### src/rtl/qspi_mem_responder_if.sv
`default_nettype none
// ============================================================================
// Module   : qspi_mem_responder_if
// Brief    : Quad-SPI pin bundle between a controller and the memory responder.
// Revision : 1.0 - initial release
// ============================================================================
interface qspi_mem_responder_if;
    logic       spi_clk_in;
    logic       spi_select_n_in;
    logic [3:0] spi_data_in;
    logic [3:0] spi_data_out;
    logic [3:0] spi_data_oe;
    logic       busy;

    modport master (
        output spi_clk_in,
        output spi_select_n_in,
        output spi_data_in,
        input  spi_data_out,
        input  spi_data_oe,
        input  busy
    );

    modport slave (
        input  spi_clk_in,
        input  spi_select_n_in,
        input  spi_data_in,
        output spi_data_out,
        output spi_data_oe,
        output busy
    );
endinterface
`default_nettype wire

### src/rtl/qspi_mem_responder.sv
`default_nettype none
// ============================================================================
// Module   : qspi_mem_responder
// Brief    : Oversampled Quad-SPI RAM emulator (quad write 0x38, quad read 0xEB).
// Revision : 1.0 - initial release
// ============================================================================
module qspi_mem_responder #(
    parameter int         ADDR_BITS    = 6,
    parameter int         DUMMY_CYCLES = 6,
    parameter logic [7:0] CMD_READ     = 8'hEB,
    parameter logic [7:0] CMD_WRITE    = 8'h38
) (
    input wire logic            clock,
    input wire logic            reset,
    qspi_mem_responder_if.slave bus
);
    localparam int c_DEPTH   = 1 << ADDR_BITS;
    // Stored shift bits: 4 for the opcode high nibble, enough for the address otherwise.
    localparam int c_SH_W    = (ADDR_BITS - 4 > 4) ? ADDR_BITS - 4 : 4;
    localparam int c_DUMMY_W = (DUMMY_CYCLES > 1) ? $clog2(DUMMY_CYCLES) : 1;
    localparam logic [c_DUMMY_W-1:0] c_DUMMY_LAST =
        c_DUMMY_W'((DUMMY_CYCLES > 0) ? DUMMY_CYCLES - 1 : 0);

    localparam logic [2:0] c_IDLE   = 3'd0;
    localparam logic [2:0] c_CMD    = 3'd1;
    localparam logic [2:0] c_ADDR   = 3'd2;
    localparam logic [2:0] c_DUMMY  = 3'd3;
    localparam logic [2:0] c_READ   = 3'd4;
    localparam logic [2:0] c_WRITE  = 3'd5;
    localparam logic [2:0] c_IGNORE = 3'd6;

    logic [2:0]           r_sck_s;
    logic [2:0]           r_csn_s;
    logic [3:0]           r_io_s1;
    logic [3:0]           r_io_s2;
    logic [2:0]           r_state;
    logic [2:0]           r_nib_cnt;
    logic [c_DUMMY_W-1:0] r_dummy_cnt;
    logic [c_SH_W-1:0]    r_shift;
    logic                 r_is_read;
    logic                 r_half;
    logic [3:0]           r_wr_hi;
    logic [ADDR_BITS-1:0] r_addr;
    logic [3:0]           r_data_out;
    logic [3:0]           r_oe;
    logic [7:0]           r_mem [c_DEPTH];

    logic                 w_sck_rise;
    logic                 w_sck_fall;
    logic                 w_cs_high;
    logic                 w_cs_fall;
    logic [c_SH_W+3:0]    w_shift_next;
    logic [7:0]           w_rd_byte;

    // Stage 1 of r_sck_s/r_csn_s is the first synchroniser flop, stage 2 the
    // synchronised copy, stage 3 the delayed copy used for edge detection.
    assign w_sck_rise   = r_sck_s[1] & ~r_sck_s[2];
    assign w_sck_fall   = ~r_sck_s[1] & r_sck_s[2];
    assign w_cs_high    = r_csn_s[1];
    assign w_cs_fall    = ~r_csn_s[1] & r_csn_s[2];
    assign w_shift_next = {r_shift, r_io_s2};
    assign w_rd_byte    = r_mem[r_addr];

    assign bus.spi_data_out = r_data_out;
    assign bus.spi_data_oe  = r_oe;
    assign bus.busy         = (r_state != c_IDLE);

    always_ff @(posedge clock) begin
        if (reset) begin
            // CS synchronisers clear low so a fresh high-then-low is needed after reset.
            r_sck_s     <= '0;
            r_csn_s     <= '0;
            r_io_s1     <= '0;
            r_io_s2     <= '0;
            r_state     <= c_IDLE;
            r_nib_cnt   <= '0;
            r_dummy_cnt <= '0;
            r_shift     <= '0;
            r_is_read   <= 1'b0;
            r_half      <= 1'b0;
            r_wr_hi     <= '0;
            r_addr      <= '0;
            r_data_out  <= '0;
            r_oe        <= '0;
            for (int i = 0; i < c_DEPTH; i++) begin
                r_mem[i] <= '0;
            end
        end else begin
            r_sck_s <= {r_sck_s[1:0], bus.spi_clk_in};
            r_csn_s <= {r_csn_s[1:0], bus.spi_select_n_in};
            r_io_s1 <= bus.spi_data_in;
            r_io_s2 <= r_io_s1;

            if (r_state != c_IDLE && w_cs_high) begin
                r_state   <= c_IDLE;
                r_oe      <= '0;
                r_half    <= 1'b0;
                r_nib_cnt <= '0;
            end else begin
                case (r_state)
                    c_IDLE: begin
                        if (w_cs_fall) begin
                            r_state   <= c_CMD;
                            r_nib_cnt <= '0;
                        end
                    end
                    c_CMD: begin
                        if (w_sck_rise) begin
                            r_shift   <= w_shift_next[c_SH_W-1:0];
                            r_nib_cnt <= r_nib_cnt + 1'b1;
                            if (r_nib_cnt == 3'd1) begin
                                r_nib_cnt <= '0;
                                if (w_shift_next[7:0] == CMD_READ) begin
                                    r_is_read <= 1'b1;
                                    r_state   <= c_ADDR;
                                end else if (w_shift_next[7:0] == CMD_WRITE) begin
                                    r_is_read <= 1'b0;
                                    r_state   <= c_ADDR;
                                end else begin
                                    r_state   <= c_IGNORE;
                                end
                            end
                        end
                    end
                    c_ADDR: begin
                        if (w_sck_rise) begin
                            r_shift   <= w_shift_next[c_SH_W-1:0];
                            r_nib_cnt <= r_nib_cnt + 1'b1;
                            if (r_nib_cnt == 3'd5) begin
                                r_nib_cnt   <= '0;
                                r_addr      <= w_shift_next[ADDR_BITS-1:0];
                                r_half      <= 1'b0;
                                r_dummy_cnt <= '0;
                                if (!r_is_read) begin
                                    r_state <= c_WRITE;
                                end else if (DUMMY_CYCLES == 0) begin
                                    r_state <= c_READ;
                                end else begin
                                    r_state <= c_DUMMY;
                                end
                            end
                        end
                    end
                    c_DUMMY: begin
                        if (w_sck_rise) begin
                            if (r_dummy_cnt == c_DUMMY_LAST) begin
                                r_state <= c_READ;
                            end else begin
                                r_dummy_cnt <= r_dummy_cnt + 1'b1;
                            end
                        end
                    end
                    c_READ: begin
                        if (w_sck_fall) begin
                            r_oe <= 4'hF;
                            if (!r_half) begin
                                r_data_out <= w_rd_byte[7:4];
                                r_half     <= 1'b1;
                            end else begin
                                r_data_out <= w_rd_byte[3:0];
                                r_half     <= 1'b0;
                                r_addr     <= r_addr + 1'b1;
                            end
                        end
                    end
                    c_WRITE: begin
                        if (w_sck_rise) begin
                            if (!r_half) begin
                                r_wr_hi <= r_io_s2;
                                r_half  <= 1'b1;
                            end else begin
                                r_mem[r_addr] <= {r_wr_hi, r_io_s2};
                                r_half        <= 1'b0;
                                r_addr        <= r_addr + 1'b1;
                            end
                        end
                    end
                    default: begin
                        // IGNORE and unused encodings wait here for CS high.
                    end
                endcase
            end
        end
    end
endmodule
`default_nettype wire

### src/flat_wrapper.sv
// flat-port wrapper written by rule: the top's interface ports become plain ports
module qspi_mem_responder_flat 
#(
    parameter int         ADDR_BITS    = 6,
    parameter int         DUMMY_CYCLES = 6,
    parameter logic [7:0] CMD_READ     = 8'hEB,
    parameter logic [7:0] CMD_WRITE    = 8'h38
)
  (clock, reset, bus_spi_clk_in, bus_spi_select_n_in, bus_spi_data_in, bus_spi_data_out, bus_spi_data_oe, bus_busy);
  qspi_mem_responder_if bus_i ();
  input wire logic clock;
  input wire logic reset;
  input wire logic [$bits(bus_i.spi_clk_in)-1:0] bus_spi_clk_in;
  input wire logic [$bits(bus_i.spi_select_n_in)-1:0] bus_spi_select_n_in;
  input wire logic [$bits(bus_i.spi_data_in)-1:0] bus_spi_data_in;
  output wire logic [$bits(bus_i.spi_data_out)-1:0] bus_spi_data_out;
  output wire logic [$bits(bus_i.spi_data_oe)-1:0] bus_spi_data_oe;
  output wire logic [$bits(bus_i.busy)-1:0] bus_busy;
  assign bus_i.spi_clk_in = bus_spi_clk_in;
  assign bus_i.spi_select_n_in = bus_spi_select_n_in;
  assign bus_i.spi_data_in = bus_spi_data_in;
  assign bus_spi_data_out = bus_i.spi_data_out;
  assign bus_spi_data_oe = bus_i.spi_data_oe;
  assign bus_busy = bus_i.busy;
  qspi_mem_responder #(.ADDR_BITS(ADDR_BITS), .DUMMY_CYCLES(DUMMY_CYCLES), .CMD_READ(CMD_READ), .CMD_WRITE(CMD_WRITE)) u_core (.clock(clock), .reset(reset), .bus(bus_i));
endmodule
### config.mk
export PLATFORM = sky130hd
export DESIGN_NAME = qspi_mem_responder_flat
export DESIGN_NICKNAME = d
export VERILOG_FILES = /design/src/rtl/qspi_mem_responder_if.sv /design/src/rtl/qspi_mem_responder.sv /design/src/flat_wrapper.sv
export SDC_FILE = /design/constraint.sdc
export NUM_CORES = 1
export LEC_CHECK = 0
export BUFFER_PORTS_ARGS = -buffer_cell sky130_fd_sc_hd__buf_2
export CORE_MARGIN = 10
export CORE_UTILIZATION = 45
export DETAILED_ROUTE_END_ITERATION = 16
export GPL_TIMING_DRIVEN = 1
export SLEW_MARGIN = 15
export SYNTH_ARGS = -nofsm -noshare
export SYNTH_HDL_FRONTEND = slang
export SYNTH_SLANG_ARGS = --single-unit
### constraint.sdc
create_clock -name clock -period 8.7 [get_ports clock]
set_input_delay 1.74 -clock clock [delete_from_list [all_inputs] [get_ports clock]]
set_output_delay 1.74 -clock clock [all_outputs]
set_load 0.02 [all_outputs]
==> flow_summary.toml, run 1 <==
[logic_synthesis]
ys_seq_elements = 562
synth_cells = 1851
syn_avg_cell_area_um2 = 14.1
netlist_area_um2 = 26100
yosysUniqueCellTypes = 65
yosys-top-cells-area = "edfxtp_1, and2_1, mux4_2"
synth-edff-count = 512
ys_async_sr_fraction = 0
synth_top_area_cell = "edfxtp_1"
ys_warn_count = 0
synth-seq-area-share = 0.627
synth_nets = 1862
synth_top_area_frac = 0.589
synth_ff_type = "edfxtp_1"

[power_and_ir_drop]
power_density_nw_per_um2 = 202
p_leak_nw = 9.66
vdd_drop_max_uv = 170

[global_routing]
track_usage = 0.195
grt_pass1_vias = 15000
grt-ovfl-total = 0
grt_max_degree = 76
antenna_found_initial = 0
grt_pass1_wl_um = 98500

[critical_path]
r2r_setup_slack_ns = 4.68
cp-start-kind = "input pin"
cp_data_required_time_ns = 8.92
cp.arrival_ns = 4.89
rr_startpoint = "u_core.r_state[2]"
critical_path_class = "input pin to flip-flop"
cp-end-kind = "flip-flop"
ff2ff_path_depth = 4
r2r-end = "u_core.r_mem[28][3]"
worstPathMaxFanout = 43

[timing]
setup_violations = 0
period_share = 0.536
hold_viol = 0
tns_ns = 0
period_needed_ns = 4.67
tightest_slew_ns = 1.17
final-max-slew-violation-count = 0
clock_skew_ns = 0.0265
max_freq_mhz = 214
rsz0062_at_grt = "no"
whs_ns = 0.438
max-slew-margin-rel = 0.213

[layout]
final_common_cell = "and2_1"
drive_gt1_frac = 0.152
num_antenna_cells = 0
mostFrequentLayoutCells = "and2_1, edfxtp_1, mux4_2"
nNetsFinal = 1802
area_growth_pct = 8.99
layoutNonFillerInstCount = 2604
design_area_um2 = 28500

[clock_network]
htreeDepth = 2
cts_inserted_buffers = 57
post-cts-setup-buffers = 0
clock_path_buffers = 3
cts_tree = "done"
cts_resized = 0
cts.sinks = 562
cts_root_buf = "clkbuf_16"
cts_hold_buf = 0
clkLatencyLatePin_ns = 0.62
clkTransAtPathRegs_ns = 0.06

[floorplan]
ios = 17
die_x_um = 261
die_area_um2 = 68100
die_h_um = 261
core_area_um2 = 57600
num_rows = 88
initial_utilization = 0.453

[route]
antenna_left = 0
drc = 0
viasPerCell = 5.76
routed_wl_um = 65800
drt-wirelength-per-cell_um = 25.3
vias = 15000
drt_iter0_drc = 1433
drt_first_pass_iters = 5

[placement]
numPortBuffers = 16
dpl.cell_count = 2497
gp_congestion = 0.847
placed_cell_area_um2 = 26600
hpwl_um = 40800

[worst_hold_path]
whs_path_depth = 1
hold_path_end = "u_core.r_io_s2[2]"
hold_start = "u_core.r_io_s1[2]"
hold_path.class = "flip-flop to flip-flop"

[status]
run_status = "completed"

[run]
cap_viol_max_count = 0
-- critical path, stage by stage --
cell and delay [ns]:
buf_2 0.10, buf_4 0.27, or2_1 0.44, nor3_2 0.34, nand3_1 0.78, o21ai_0 1.20
-- cells by family after synthesis --
family | Yosys count | synth area share
muxes | 176 | 0.126
adders and majority gates | 3 | 0.00144
DFF | 562 | 0.627
and+or+nand+nor | 787 | 0.176
buffers and inverters | 157 | 0.0296
xor gates and xnor gates | 2 | 0.000671
AOI/OAI and AO/OA | 164 | 0.0398
-- power breakdown --
group / switching (mW) / total [mW] / internal, mW
clock: 1.03 / 2.48 / 1.45
combinational: 0.129 / 0.192 / 0.0622
sequential: 0.0513 / 3.07 / 3.02
-- per-stage QoR --
| stage | total power [mW] | setup WS, ns | utilization |
|---|---|---|---|
| after detailed placement | 3.32 | 3.39 | 0.461 |
| after floorplan | 3.24 | 4.86 | - |
| after CTS | 5.79 | 4.00 | 0.494 |
| after global routing | 5.93 | 3.73 | 0.494 |
| after global placement | 3.32 | 3.52 | 0.461 |
| final | 5.75 | 4.03 | 0.494 |
-- state kept, by name, summed over array words and instances (netlist names), named ones only --
signal	cells
u_core.bus.spi_data_oe	1
u_core.r_wr_hi	4
u_core.r_nib_cnt	3
u_core.r_csn_s	3
u_core.bus.spi_data_out	4
u_core.r_mem	512
u_core.r_state	3
u_core.r_io_s1	4
u_core.r_addr	6
u_core.r_io_s2	4
u_core.r_is_read	1
u_core.r_half	1
u_core.r_shift	4
u_core.r_sck_s	3
u_core.r_dummy_cnt	3
-- final cells by class --
| cell class | instances | area [µm²] |
|---|---|---|
| clock inverters | 39 | 369 |
| clock buffers | 68 | 1520 |
| repair buffers | 29 | 203 |
| well taps | 765 | 957 |
| multi-input cells | 1132 | 8960 |
| inverters | 9 | 33.8 |
| fillers | 4821 | 29100 |
| flip-flops and latches | 562 | 16400 |
-- routing by layer --
metal,up-vias,share of wire,global-route usage
met5,-,0,0
met4,0,0.024,0.0536
met3,93,0.071,0.0381
met2,515,0.47,0.311
met1,7719,0.43,0.267
li1,6666,-,-
-- cells in the mapped netlist, types with 3 or more instances --
master	count
or3_1	5
nand3_1	20
buf_6	12
and3_1	3
a221oi_1	11
a22oi_1	23
nor2_1	95
nor2_4	4
a2111oi_0	3
mux4_1	4
o22ai_1	3
nor2b_1	29
mux2i_1	47
dfxtp_1	50
nor4_1	5
clkbuf_1	97
or4_1	4
nand3b_1	6
and2_1	514
nor2_2	7
nor3b_1	3
a21oi_1	19
or3b_2	3
nor3_2	3
inv_1	9
a31oi_1	3
nand2_1	48
a211oi_1	7
nand2b_1	10
nand4_1	7
edfxtp_1	512
ha_1	3
mux2_2	10
nor3_1	15
o211ai_1	3
o21ai_0	72
buf_4	14
buf_2	22
mux4_2	115
-- worst max-delay path by stage --
stage | slack [ns] | end | cells past startpoint | start
6_report | 4.03 | u_core.r_mem[28][3] | 6 | reset
5_1_grt | 3.73 | u_core.r_mem[60][7] | 6 | reset
4_1_cts | 4.00 | u_core.r_mem[52][0] | 6 | reset
3_5_place_dp | 3.39 | u_core.r_mem[52][0] | 6 | reset
3_3_place_gp | 3.52 | u_core.r_mem[20][4] | 6 | reset
2_1_floorplan | 4.86 | u_core.r_mem[12][0] | 6 | reset
No activity file was read; power rests on OpenSTA's default activity.
==> run 2, diff against run 1 <==
==> constraint.sdc (replaced) <==
create_clock -name clock -period 4.9 [get_ports clock]
set_input_delay 0.98 -clock clock [delete_from_list [all_inputs] [get_ports clock]]
set_output_delay 0.98 -clock clock [all_outputs]
set_load 0.02 [all_outputs]
==> flow_summary.toml, run 2 (synthesis results as in run 1) <==
[layout]
nNetsFinal = 1885
num_antenna_cells = 0
area_growth_pct = 11.7
n_fill_cell = 4806
mostFrequentLayoutCells = "and2_1, edfxtp_1, mux4_2"
largest_reg_flops = 512
largest-register = "u_core.r_mem"
drive_gt1_frac = 0.185
final_common_cell = "and2_1"
fin_util = 0.506
top_regs = "u_core.r_mem (512), u_core.r_addr (6)"
design_area_um2 = 29200

[power_and_ir_drop]
vdd_drop_max_uv = 285
p_leak_nw = 10.1
power_density_nw_per_um2 = 357
finalPower_mw = 10.4

[clock_network]
post-cts-setup-buffers = 0
cts_root_buf = "clkbuf_16"
cts.sinks = 562
htreeDepth = 2
clock_path_buffers = 3
cts_resized = 0
cts_inserted_buffers = 59
cts_tree = "done"
clkLatencyLatePin_ns = 0.64
clkTransAtPathRegs_ns = 0.06
cts_hold_buf = 0

[critical_path]
cp_data_required_time_ns = 5.25
path_delay_family = "simple AND/OR/NAND/NOR gates"
worstPathMaxFanout = 14
ff2ff_path_depth = 6
rr_startpoint = "u_core.r_state[0]"
cp_cell_sequence = "o31a_1, or2_1, nor3_2, nand2_1, o21ai_0, buf_4"
cp-end-kind = "flip-flop"
critPathBufInv = 1
cp-start-kind = "flip-flop"
r2r-end = "u_core.r_mem[24][0]"
critical_path_class = "flip-flop to flip-flop"
cp.arrival_ns = 3.71
worst_path_largest_cell_delay_ns = 0.81
r2r_setup_slack_ns = 1.54
crit_slowest_cell = "o21ai_0"

[placement]
numPortBuffers = 16
placed_cell_area_um2 = 27200
gp_congestion = 0.836
hpwl_um = 41700

[timing]
tightest_slew_ns = 0.971
tns_ns = 0
rsz0062_at_grt = "no"
hold_viol = 0
clock_skew_ns = 0.0259
setup_violations = 0
period_share = 0.687
period_needed_ns = 3.36
final-max-slew-violation-count = 0
max_freq_mhz = 297
max-slew-margin-rel = 0.344

[route]
drt_first_pass_iters = 6
viasPerCell = 5.66
drt-wirelength-per-cell_um = 24.7
drc = 0
vias = 15200
routed_wl_um = 66500
drt_iter0_drc = 1384
antenna_left = 0

[global_routing]
track_usage = 0.197
grt_pass1_wl_um = 99900
antenna_found_initial = 0
grt_max_degree = 69
grt_pass1_vias = 15500
grt-ovfl-total = 0

[floorplan]
core_area_um2 = 57600
die_area_um2 = 68100
ios = 17
die_h_um = 261
initial_utilization = 0.453
die_x_um = 261
num_rows = 88

[worst_hold_path]
hold_start = "u_core.r_io_s1[3]"
hold_path_end = "u_core.r_io_s2[3]"
whs_path_depth = 1
hold_path.class = "flip-flop to flip-flop"

[run]
cap_viol_max_count = 0

[status]
run_status = "completed"
-- run 2: cell count changes in the layout (fill, tap and decap cells not counted), moves of 2 or more --
cell and change:
clkbuf_1 +6, o21ai_0 +13, bufinv_16 +2, o21ai_1 -13
clkinvlp_4 -2, clkinv_2 -6, buf_12 +2, buf_4 +79
-- run 2: metal layers --
layer | part of all wire | global-route usage
met1 | 0.43 | 0.269
met2 | 0.48 | 0.316
met3 | 0.066 | 0.0335
met4 | 0.028 | 0.0656
met5 | 0 | 0
-- run 2: worst reg2reg max path, cell delays in order, from the launching register on --
cell and delay, ns:
dfxtp_1 0.45, o31a_1 0.37, or2_1 0.37, nor3_2 0.33, nand2_1 0.49, o21ai_0 0.81
buf_4 0.26
-- run 2: layout make-up --
type                       count  area (µm²)  share of cell area
timing repair buffer         110         836              0.0287
multi-input combinational   1132        8960               0.307
clock buffer                  74        1550              0.0533
clock inverter                34         402              0.0138
inverter                       9        33.8             0.00116
tap                          765         957              0.0328
sequential                   562       16400               0.563
-- run 2: worst max-delay path by stage --
stage / start / endpoint / slack (ns) / cells past startpoint
finish: u_core.r_state[0] / u_core.r_mem[24][0] / 1.54 / 6
global route: u_core.r_state[0] / u_core.r_mem[24][0] / 1.36 / 6
CTS: u_core.r_state[0] / u_core.r_mem[24][0] / 1.58 / 6
detailed placement: reset / u_core.r_mem[24][0] / 1.28 / 6
global placement: reset / u_core.r_mem[24][0] / 1.40 / 6
floorplan: reset / u_core.r_mem[12][0] / 1.82 / 6
-- run 2: stage by stage --
step | cells | setup WS (ns) | hold WS, ns
3_3_place_gp | 2578 | 1.40 | 0.414
2_1_floorplan | 1851 | 1.82 | 0.414
6_report | 2686 | 1.54 | 0.439
5_1_grt | 2686 | 1.36 | 0.444
3_5_place_dp | 2578 | 1.28 | 0.426
4_1_cts | 2686 | 1.58 | 0.439
-- run 2: power breakdown --
group	switching (mW)	internal (mW)
clock network	1.87	2.71
logic	0.233	0.146
registers	0.0967	5.36
total	2.20	8.22
